## src/rtl/cpu_run_controller_if.sv

```systemverilog
// cpu_run_controller_if: bundle between the run sequencer and its harness.
// Start is a level, not a valid/ready handshake. The controller samples it
// on every rising edge, but acts on it only in IDLE and DONE. The harness
// may hold it high or pulse it for one cycle. Start is ignored in PRE, RESET
// and RUN. All controller outputs are registered.
// State is a debug copy of the sequencer FSM for checkers.
// Encoding: 0 IDLE, 1 PRE, 2 RESET, 3 RUN, 4 DONE.
interface cpu_run_controller_if #(
   parameter int CNT_W = 32
);
   logic             Start;
   logic [31:0]      PC;
   logic [31:0]      Instruction;
   logic [31:0]      AluResult;
   logic             CpuRst;
   logic             Running;
   logic             Done;
   logic             Halted;
   logic             TimedOut;
   logic [CNT_W-1:0] CycleCount;
   logic [31:0]      LastPC;
   logic [31:0]      Signature;
   logic [2:0]       State;

   // harness side: drives Start and the core observation signals
   modport master (
      output Start, PC, Instruction, AluResult,
      input  CpuRst, Running, Done, Halted, TimedOut, CycleCount, LastPC,
             Signature, State
   );

   // controller side
   modport slave (
      input  Start, PC, Instruction, AluResult,
      output CpuRst, Running, Done, Halted, TimedOut, CycleCount, LastPC,
             Signature, State
   );
endinterface

```

## src/rtl/cpu_run_controller.sv

```systemverilog
// cpu_run_controller: sequences the core reset through the PRE, RESET and RUN
// windows. It ends a run early on a halt word or a stalled PC, or at the end
// of the run budget. It then parks in DONE with the core held in reset.
// Optional feature macro: RUN_SIGNATURE_EN builds a 32-bit MISR over
// AluResult. Without it, Signature is tied to 0.
module cpu_run_controller #(
   parameter int          PRE_RST_CYCLES = 2,
   parameter int          RST_CYCLES     = 8,
   parameter int          RUN_CYCLES     = 10000,
   parameter int          HALT_WINDOW    = 4,
   parameter logic [31:0] HALT_INSTR     = 32'h0000000C,
   parameter int          CNT_W          = 32
) (
   input logic                 ClkIn,
   input logic                 Rst,
   cpu_run_controller_if.slave bus
);

   typedef enum logic [2:0] {
      ST_IDLE  = 3'd0,
      ST_PRE   = 3'd1,
      ST_RESET = 3'd2,
      ST_RUN   = 3'd3,
      ST_DONE  = 3'd4
   } state_t;

   // PRE_LAST is meaningless when PRE_RST_CYCLES is 0; PRE is skipped then.
   localparam logic [31:0]      PRE_LAST  = 32'(PRE_RST_CYCLES - 1);
   localparam logic [31:0]      RST_LAST  = 32'(RST_CYCLES - 1);
   localparam logic [31:0]      HALT_LIM  = 32'(HALT_WINDOW);
   localparam logic [CNT_W-1:0] RUN_LIMIT = CNT_W'(RUN_CYCLES);
   localparam logic [CNT_W-1:0] CNT_ONE   = CNT_W'(1);

   state_t           state;
   logic [31:0]      phase_cnt;
   logic [31:0]      prev_pc;
   logic [31:0]      stall_cnt;

   logic             start_go;
   logic             run_entry;
   logic [CNT_W-1:0] cnt_nxt;
   logic [31:0]      stall_nxt;
   logic             halt_hit;
   logic             timeout_hit;

   assign bus.State = state;

   // Next-cycle run bookkeeping and the exit conditions.
   // A CycleCount of 0 marks the first RUN cycle. That cycle has no valid
   // previous PC, so it never counts as a stall.
   always_comb begin
      start_go    = 1'b0;
      run_entry   = 1'b0;
      cnt_nxt     = bus.CycleCount + CNT_ONE;
      stall_nxt   = 32'd0;
      halt_hit    = 1'b0;
      timeout_hit = 1'b0;
      if (bus.Start && (state == ST_IDLE || state == ST_DONE)) begin
         start_go = 1'b1;
      end
      if (state == ST_RESET && phase_cnt == RST_LAST) begin
         run_entry = 1'b1;
      end
      if (bus.CycleCount != '0 && bus.PC == prev_pc) begin
         stall_nxt = stall_cnt + 32'd1;
      end
      halt_hit    = (bus.Instruction == HALT_INSTR) || (stall_nxt == HALT_LIM);
      timeout_hit = (cnt_nxt == RUN_LIMIT);
   end

   // Sequencer FSM with all outputs registered.
   always_ff @(posedge ClkIn) begin
      if (Rst) begin
         state          <= ST_IDLE;
         phase_cnt      <= 32'd0;
         prev_pc        <= 32'd0;
         stall_cnt      <= 32'd0;
         bus.CpuRst     <= 1'b0;
         bus.Running    <= 1'b0;
         bus.Done       <= 1'b0;
         bus.Halted     <= 1'b0;
         bus.TimedOut   <= 1'b0;
         bus.CycleCount <= '0;
         bus.LastPC     <= 32'd0;
      end else begin
         case (state)
            ST_IDLE, ST_DONE: begin
               if (start_go) begin
                  bus.Halted     <= 1'b0;
                  bus.TimedOut   <= 1'b0;
                  bus.CycleCount <= '0;
                  bus.Done       <= 1'b0;
                  phase_cnt      <= 32'd0;
                  if (PRE_RST_CYCLES == 0) begin
                     state      <= ST_RESET;
                     bus.CpuRst <= 1'b1;
                  end else begin
                     state      <= ST_PRE;
                     bus.CpuRst <= 1'b0;
                  end
               end
            end
            ST_PRE: begin
               if (phase_cnt == PRE_LAST) begin
                  phase_cnt  <= 32'd0;
                  state      <= ST_RESET;
                  bus.CpuRst <= 1'b1;
               end else begin
                  phase_cnt <= phase_cnt + 32'd1;
               end
            end
            ST_RESET: begin
               if (run_entry) begin
                  phase_cnt      <= 32'd0;
                  state          <= ST_RUN;
                  bus.CpuRst     <= 1'b0;
                  bus.Running    <= 1'b1;
                  bus.CycleCount <= '0;
                  stall_cnt      <= 32'd0;
               end else begin
                  phase_cnt <= phase_cnt + 32'd1;
               end
            end
            ST_RUN: begin
               bus.CycleCount <= cnt_nxt;
               prev_pc        <= bus.PC;
               stall_cnt      <= stall_nxt;
               if (halt_hit || timeout_hit) begin
                  state        <= ST_DONE;
                  bus.Running  <= 1'b0;
                  bus.Done     <= 1'b1;
                  bus.CpuRst   <= 1'b1;
                  bus.LastPC   <= bus.PC;
                  bus.Halted   <= halt_hit;
                  bus.TimedOut <= ~halt_hit;
               end
            end
            default: state <= ST_IDLE;
         endcase
      end
   end

`ifdef RUN_SIGNATURE_EN
   logic [31:0] sig_q;

   // MISR over AluResult. It clears at each sequence start and at RUN entry.
   // It is frozen outside RUN.
   always_ff @(posedge ClkIn) begin
      if (Rst || start_go || run_entry) begin
         sig_q <= 32'd0;
      end else if (state == ST_RUN) begin
         sig_q <= {sig_q[30:0], sig_q[31] ^ sig_q[21] ^ sig_q[1] ^ sig_q[0]}
                  ^ bus.AluResult;
      end
   end

   assign bus.Signature = sig_q;
`else
   logic unused_alu;
   assign unused_alu    = ^bus.AluResult;
   assign bus.Signature = 32'd0;
`endif

endmodule

```

## src/flat_wrapper.sv

```systemverilog
// flat-port wrapper written by rule: the top's interface ports become plain ports
module cpu_run_controller_flat 
#(
   parameter int          PRE_RST_CYCLES = 2,
   parameter int          RST_CYCLES     = 8,
   parameter int          RUN_CYCLES     = 10000,
   parameter int          HALT_WINDOW    = 4,
   parameter logic [31:0] HALT_INSTR     = 32'h0000000C,
   parameter int          CNT_W          = 32
)
  (ClkIn, Rst, bus_Start, bus_PC, bus_Instruction, bus_AluResult, bus_CpuRst, bus_Running, bus_Done, bus_Halted, bus_TimedOut, bus_CycleCount, bus_LastPC, bus_Signature, bus_State);
  cpu_run_controller_if #(.CNT_W(CNT_W)) bus_i ();
  input logic ClkIn;
  input logic Rst;
  input wire logic [$bits(bus_i.Start)-1:0] bus_Start;
  input wire logic [$bits(bus_i.PC)-1:0] bus_PC;
  input wire logic [$bits(bus_i.Instruction)-1:0] bus_Instruction;
  input wire logic [$bits(bus_i.AluResult)-1:0] bus_AluResult;
  output wire logic [$bits(bus_i.CpuRst)-1:0] bus_CpuRst;
  output wire logic [$bits(bus_i.Running)-1:0] bus_Running;
  output wire logic [$bits(bus_i.Done)-1:0] bus_Done;
  output wire logic [$bits(bus_i.Halted)-1:0] bus_Halted;
  output wire logic [$bits(bus_i.TimedOut)-1:0] bus_TimedOut;
  output wire logic [$bits(bus_i.CycleCount)-1:0] bus_CycleCount;
  output wire logic [$bits(bus_i.LastPC)-1:0] bus_LastPC;
  output wire logic [$bits(bus_i.Signature)-1:0] bus_Signature;
  output wire logic [$bits(bus_i.State)-1:0] bus_State;
  assign bus_i.Start = bus_Start;
  assign bus_i.PC = bus_PC;
  assign bus_i.Instruction = bus_Instruction;
  assign bus_i.AluResult = bus_AluResult;
  assign bus_CpuRst = bus_i.CpuRst;
  assign bus_Running = bus_i.Running;
  assign bus_Done = bus_i.Done;
  assign bus_Halted = bus_i.Halted;
  assign bus_TimedOut = bus_i.TimedOut;
  assign bus_CycleCount = bus_i.CycleCount;
  assign bus_LastPC = bus_i.LastPC;
  assign bus_Signature = bus_i.Signature;
  assign bus_State = bus_i.State;
  cpu_run_controller #(.PRE_RST_CYCLES(PRE_RST_CYCLES), .RST_CYCLES(RST_CYCLES), .RUN_CYCLES(RUN_CYCLES), .HALT_WINDOW(HALT_WINDOW), .HALT_INSTR(HALT_INSTR), .CNT_W(CNT_W)) u_core (.ClkIn(ClkIn), .Rst(Rst), .bus(bus_i));
endmodule
```

## config.mk

```make
export PLATFORM = sky130hd
export DESIGN_NAME = cpu_run_controller_flat
export DESIGN_NICKNAME = d
export VERILOG_FILES = /design/src/rtl/cpu_run_controller_if.sv /design/src/rtl/cpu_run_controller.sv /design/src/flat_wrapper.sv
export SDC_FILE = /design/constraint.sdc
export NUM_CORES = 1
export LEC_CHECK = 0
export BUFFER_PORTS_ARGS = -buffer_cell sky130_fd_sc_hd__clkbuf_2
export CELL_PAD_IN_SITES_DETAIL_PLACEMENT = 1
export CELL_PAD_IN_SITES_GLOBAL_PLACEMENT = 1
export CORE_UTILIZATION = 44
export DETAILED_ROUTE_END_ITERATION = 16
export GPL_ROUTABILITY_DRIVEN = 0
export PLACE_DENSITY = 0.95
export SYNTH_ARGS = -nofsm -noshare
export SYNTH_HDL_FRONTEND = slang
export SYNTH_SLANG_ARGS = --single-unit
```

## constraint.sdc

```tcl
create_clock -name ClkIn -period 4.6 [get_ports ClkIn]
set_input_delay 0.46 -clock ClkIn [delete_from_list [all_inputs] [get_ports ClkIn]]
set_output_delay 0.46 -clock ClkIn [all_outputs]
set_load 0.05 [all_outputs]
```

==> results of run 1 <==
area by class of cell:
cell class	count	share of cell area, %
tap	285	3.156
clock inverter	11	1.318
timing repair buffer	154	7.420
clock buffer	20	3.953
inverter	15	0.4983
multi-input combinational	1025	53.89
sequential	168	29.77
cells by family (layout without fill, tap and decap cells):
family / after synthesis / after routing / synth area share, %
muxes: 8 / 8 / 0.7928
adders and majority gates: 6 / 6 / 0.7432
AOI/OAI and AO/OA: 300 / 300 / 19.68
buffers and inverters: 156 / 200 / 7.680
other: 1 / 32 / 0.03713
and+or+nand+nor: 599 / 599 / 30.83
xor gates and xnor gates: 80 / 80 / 6.937
DFF: 168 / 168 / 33.30
state kept, by name (all words and copies together) (netlist names), 3 cells and up:
| name | count |
|---|---|
| u_core.prev_pc | 32 |
| u_core.phase_cnt | 32 |
| u_core.stall_cnt | 32 |
| u_core.bus.CycleCount | 32 |
| u_core.bus.State | 3 |
| u_core.bus.LastPC | 32 |
metal layers:
| layer | part of all wire, % | GRT usage, % | up-vias |
|---|---|---|---|
| li1 | - | - | 4829 |
| met1 | 42 | 31.28 | 5103 |
| met2 | 51 | 49.05 | 321 |
| met3 | 4.7 | 4.284 | 54 |
| met4 | 2.0 | 9.429 | 0 |
| met5 | 0 | 0 | - |
layout by cell type, fill, tap and decap left out, drive strengths merged, types with 44 or more instances in the layout:
cell and count:
xnor2 58, nand4 44, dfxtp 168, clkbuf 157
a21oi 102, and3 51, nor4 44, nor2 99
o21ai 70, nand2 198
worst max-delay path: stages, from the launching register on:
cell and delay, ns:
dfxtp_1 0.56, ha_1 0.37, nand4_2 0.26, or4_1 0.74
nor4b_1 0.40, o211ai_1 0.16, nor4_2 0.25, and3_4 0.58
buf_4 0.25, a2bb2oi_1 0.07, o311ai_1 0.10
power by group through the flow:
stage	combinational (mW)	clock [mW]	sequential (mW)
global route	0.795	1.56	1.55
global placement	0.697	0	1.57
finish	0.740	1.49	1.55
CTS	0.737	1.51	1.54
detailed placement	0.729	0	1.58
floorplan	0.526	0	1.60
worst max path at each step:
stage                                          to  slack [ns]  cells past startpoint
5_1_grt        u_core.bus.LastPC[17]$_SDFFE_PP0P_        0.45                     10
3_5_place_dp    u_core.bus.LastPC[3]$_SDFFE_PP0P_        0.78                     10
6_report        u_core.bus.LastPC[3]$_SDFFE_PP0P_        0.70                     10
3_3_place_gp      u_core.bus.Running$_SDFFE_PP0P_        0.97                      9
4_1_cts         u_core.bus.LastPC[3]$_SDFFE_PP0P_        0.73                     10
2_1_floorplan  u_core.bus.LastPC[26]$_SDFFE_PP0P_        1.15                     12
==> results.sh, run 1 <==
export IMPL_hold_path_class="input pin to register"
export IMPL_r2r_end="u_core.bus.LastPC[3]$_SDFFE_PP0P_"
export IMPL_ios=203
export IMPL_drive_gt1_share_pct=15.58
export IMPL_timing_rr_start="u_core.bus.CycleCount[0]$_SDFFE_PP0P_"
export IMPL_power_density_nw_per_um2=334.5
export IMPL_drv_cap=0
export IMPL_endpoint_kind="register"
export IMPL_multiInputGateArea_um2=6088
export IMPL_crit_fanout=37
export IMPL_clkLatencyLatePin_ns=0.44
export IMPL_cts_hold_buffers=0
export IMPL_rows=55
export IMPL_hold_end="u_core.prev_pc[29]$_SDFFE_PP0P_"
export IMPL_critPathKind="register to register"
export IMPL_drt_iter0_drc=549
export IMPL_grt_overflow_total=0
export IMPL_synth_top_area_cell="dfxtp_1"
export IMPL_synthTopCellsByCount="198 x nand2_1, 168 x dfxtp_1, 102 x a21oi_1"
export IMPL_instances_no_fill=1678
export IMPL_finalSetupTns_ns=0
export IMPL_core_um2=22570
export IMPL_swShare_pct=32.11
export IMPL_critical_path_startpoint="u_core.bus.CycleCount[0]$_SDFFE_PP0P_"
export IMPL_drv_slew=0
export IMPL_grt_antenna_before_repair=0
export IMPL_dieArea_um2=23570
export IMPL_netlist_area_um2=10100
export IMPL_post_cts_buffers=0
export IMPL_die_height_um=153.5
export IMPL_grt_max_degree=98
export IMPL_ant_nets=0
export IMPL_p_leak_nw=4.216
export IMPL_htreeDepth=4
export IMPL_postPlaceCellArea_um2=10700
export IMPL_nNetsFinal=1486
export IMPL_viasPerCell=6.142
export IMPL_cts_made_buffers=17
export IMPL_min_from="bus_PC[29]"
export IMPL_hold_slack_ns=0.2781
export IMPL_postCtsResizedCells=0
export IMPL_clock_path_buffers=2
export IMPL_vias=10310
export IMPL_critPathArrivalTime_ns=4.23
export IMPL_fmax_ghz=0.2566
export IMPL_netlist_instances=1318
export IMPL_setup_viol=0
export IMPL_synth_edf_count=0
export IMPL_path_clk_slew_ns=0.07
export IMPL_synth_seq_cells=168
export IMPL_p_switching_mw=1.213
export IMPL_clock_sinks=168
export IMPL_grt_first_pass_wirelength_um=51640
export IMPL_yosysMostFrequentCell="nand2_1"
export IMPL_track_usage_pct=26.74
export IMPL_n_antenna_cell=0
export IMPL_final_util_pct=50.06
export IMPL_seq_area_um2=3363
export IMPL_place_inst=1647
export IMPL_max_slew_margin_pct=35.51
export IMPL_start_kind="register"
export IMPL_yosysUniqueCellTypes=74
export IMPL_rsz0062_at_grt="no"
export IMPL_die_x_um=153.5
export IMPL_worst_pin_slew_ns=0.9650
export IMPL_fillers=2831
export IMPL_syn_avg_cell_area_um2=7.664
export IMPL_first_pass_iters=9
export IMPL_synthArstFlopShare_pct=0
export IMPL_post_route_period_util_pct=84.72
export IMPL_power_frac_seq_pct=40.9
export IMPL_cts_root_buf="clkbuf_16"
export IMPL_ff2ff_setup_slack_ns=0.70
export IMPL_finalPower_mw=3.779
export IMPL_wl_um=31620
export IMPL_fin_crit_ns=3.897
export IMPL_whs_path_depth=3
export IMPL_start_util_pct=44.75
export IMPL_fin_ws_ns=0.7030
export IMPL_cts_tree="built"
export IMPL_numPortBuffers=138
export IMPL_wl_per_cell_um=18.85
export IMPL_yosys_warnings=0
export IMPL_dp_hpwl_um=21160
export IMPL_synthFlopType="dfxtp_1"
export IMPL_yosysSeqAreaShare_pct=33.30
export IMPL_p_clk_share_pct=39.5
export IMPL_run_status="finished clean"
export IMPL_hold_violations=0
export IMPL_internal_power_mw=2.565
export IMPL_drc_errors=0
export IMPL_grt_pass1_vias=10370
export IMPL_vdd_drop_max_mv=0.2209
export IMPL_reg2reg_depth=10
export IMPL_postLayoutCellArea_um2=11300
export IMPL_synth_area_top_cells="dfxtp_1 33%, nand2_1 7.4%, a21oi_1 5.1%, xnor2_1 5.0%, nor2_1 3.7%"
export IMPL_fin_worst_skew_ns=0.009854
export IMPL_crit_required_ns=4.93
export IMPL_dp_slack_ns=0.7831
export IMPL_synth_top_area_share_pct=33.30
export IMPL_p_comb_share_pct=19.6
export IMPL_syn_to_final_growth_pct=11.85
Note: power is estimated with default switching activity, not from simulation.
==> run 2, diff against run 1 <==
Settings changed: CORE_UTILIZATION 44 to 37, PLACE_DENSITY 0.95 to 0.9.
Clock period 4.6 ns to 3.25 ns, I/O delays scaled along.
==> run 2 against run 1 <==
Net effect:
- sequential power is 40% higher
- count of clock-buffer cells in the layout is 1 higher
- core utilization is 6.3 points lower
- clock skew hardly changed
- combinational power is 53% higher
- sequential share of layout area is 1.1 points lower
- global-route usage is 3.6 points lower
- non-clock buffer count is 40 higher
- register-to-register slack worse by 0.64 ns
==> results.sh, run 2 (synthesis gave the netlist of run 1 again) <==
export IMPL_viasPerCell=5.941
export IMPL_clkLatencyLatePin_ns=0.44
export IMPL_finalPower_mw=5.434
export IMPL_numPortBuffers=138
export IMPL_final_common_cell="nand2_1"
export IMPL_power_frac_seq_pct=39.9
export IMPL_final_util_pct=43.71
export IMPL_hold_path_class="input pin to register"
export IMPL_wl_per_cell_um=18.61
export IMPL_clock_sinks=168
export IMPL_instances_no_fill=1776
export IMPL_grt_overflow_total=0
export IMPL_reg2reg_depth=12
export IMPL_hold_violations=0
export IMPL_crit_required_ns=3.59
export IMPL_endpoint_kind="register"
export IMPL_dp_slack_ns=0.1384
export IMPL_post_route_period_util_pct=97.94
export IMPL_grt_antenna_before_repair=1
export IMPL_ff2ff_setup_slack_ns=0.07
export IMPL_dp_hpwl_um=22130
export IMPL_cts_tree="built"
export IMPL_track_usage_pct=23.16
export IMPL_power_density_nw_per_um2=462.5
export IMPL_hold_end="u_core.prev_pc[25]$_SDFFE_PP0P_"
export IMPL_n_antenna_cell=0
export IMPL_whs_path_depth=3
export IMPL_vdd_drop_max_mv=0.2940
export IMPL_p_switching_mw=1.754
export IMPL_core_um2=26880
export IMPL_cts_root_buf="clkbuf_16"
export IMPL_dieArea_um2=27960
export IMPL_cts_made_buffers=17
export IMPL_worst_pin_slew_ns=0.7244
export IMPL_fmax_ghz=0.3142
export IMPL_drt_iter0_drc=620
export IMPL_syn_to_final_growth_pct=16.30
export IMPL_cts_hold_buffers=0
export IMPL_start_util_pct=37.58
export IMPL_drv_slew=0
export IMPL_clock_path_buffers=2
export IMPL_p_clk_share_pct=39.3
export IMPL_layout_common_cells="197 x nand2_1, 165 x dfxtp_1, 137 x clkbuf_2"
export IMPL_nNetsFinal=1527
export IMPL_swShare_pct=32.28
export IMPL_ant_nets=0
export IMPL_hold_slack_ns=0.1505
export IMPL_max_slew_margin_pct=51.26
export IMPL_start_kind="register"
export IMPL_die_height_um=167.2
export IMPL_drv_cap=0
export IMPL_place_inst=1738
export IMPL_grt_max_degree=101
export IMPL_setup_viol=0
export IMPL_p_leak_nw=4.455
export IMPL_fin_worst_skew_ns=0.01000
export IMPL_run_status="finished clean"
export IMPL_r2r_end="u_core.bus.LastPC[25]$_SDFFE_PP0P_"
export IMPL_wl_um=33050
export IMPL_fin_crit_ns=3.183
export IMPL_timing_rr_start="u_core.bus.CycleCount[0]$_SDFFE_PP0P_"
export IMPL_min_from="bus_PC[25]"
export IMPL_internal_power_mw=3.680
export IMPL_p_comb_share_pct=20.8
export IMPL_grt_first_pass_wirelength_um=53210
export IMPL_grt_pass1_vias=10700
export IMPL_vias=10550
export IMPL_fillers=3326
export IMPL_drive_gt1_share_pct=18.40
export IMPL_critPathKind="register to register"
export IMPL_die_x_um=167.2
export IMPL_htreeDepth=4
export IMPL_critPathArrivalTime_ns=3.52
export IMPL_fin_ws_ns=0.06704
export IMPL_drc_errors=0
export IMPL_crit_fanout=29
export IMPL_first_pass_iters=5
export IMPL_ios=203
export IMPL_path_clk_slew_ns=0.07
export IMPL_rows=60
-- run 2: repair_timing --
action	4_1_cts	5_1_grt
endpoints found under the setup margin	0	38
buffers inserted	0	5
resized for setup	0	8
-- run 2: layer usage --
metal  global-route usage (%)  wire length [um]
met1                    27.01             13980
met2                    41.44             16380
met3                    4.183              1531
met4                    9.932              1143
met5                        0                11
-- run 2: per-stage QoR --
stage                     TNS, ns  instance area [um2]
after floorplan                 0                10220
after global placement          0                11060
after detailed placement        0                11060
after CTS                       0                11660
after global routing      -0.2713                11750
final                           0                11750
-- run 2: power by group through the flow --
| stage | logic (mW) | registers (mW) | clock network [mW] |
|---|---|---|---|
| detailed placement | 1.11 | 2.21 | 0 |
| finish | 1.13 | 2.17 | 2.13 |
| global route | 1.22 | 2.18 | 2.25 |
| global placement | 1.07 | 2.21 | 0 |
| CTS | 1.13 | 2.17 | 2.16 |
| floorplan | 0.745 | 2.26 | 0 |
-- run 2: cell type report --
type                    count  area, um2  share of cell area (%)
multi-input cells        1026       6135                   52.22
flip-flops and latches    168       3367                   28.66
clock buffers              21      450.4                   3.834
inverters                  15      56.30                  0.4793
clock inverters            11      148.9                   1.267
well taps                 341      426.7                   3.632
repair buffers            194       1164                   9.905
-- run 2: how the worst max path moves through the flow --
stage | slack, ns | end | startpoint | depth (start not counted)
3_3_place_gp | 0.21 | u_core.bus.LastPC[27]$_SDFFE_PP0P_ | u_core.bus.CycleCount[0]$_SDFFE_PP0P_ | 10
5_1_grt | -0.04 | u_core.bus.LastPC[25]$_SDFFE_PP0P_ | u_core.bus.CycleCount[12]$_SDFFE_PP0P_ | 9
3_5_place_dp | 0.14 | u_core.bus.LastPC[5]$_SDFFE_PP0P_ | u_core.bus.CycleCount[0]$_SDFFE_PP0P_ | 10
6_report | 0.07 | u_core.bus.LastPC[25]$_SDFFE_PP0P_ | u_core.bus.CycleCount[0]$_SDFFE_PP0P_ | 12
2_1_floorplan | 0.06 | u_core.bus.LastPC[26]$_SDFFE_PP0P_ | u_core.bus.CycleCount[0]$_SDFFE_PP0P_ | 12
4_1_cts | 0.02 | u_core.bus.LastPC[5]$_SDFFE_PP0P_ | u_core.bus.CycleCount[12]$_SDFFE_PP0P_ | 9
-- run 2: worst max-delay path: stages, from the launching register on --
cell and delay [ns]:
dfxtp_2 0.44, ha_1 0.22, nand4_2 0.12, buf_4 0.19, nor4_1 0.38, nand3_1 0.25
mux2i_1 0.18, nor4_1 0.36, buf_4 0.21, and3_4 0.28, buf_12 0.22, a2bb2oi_1 0.11
o311ai_2 0.09
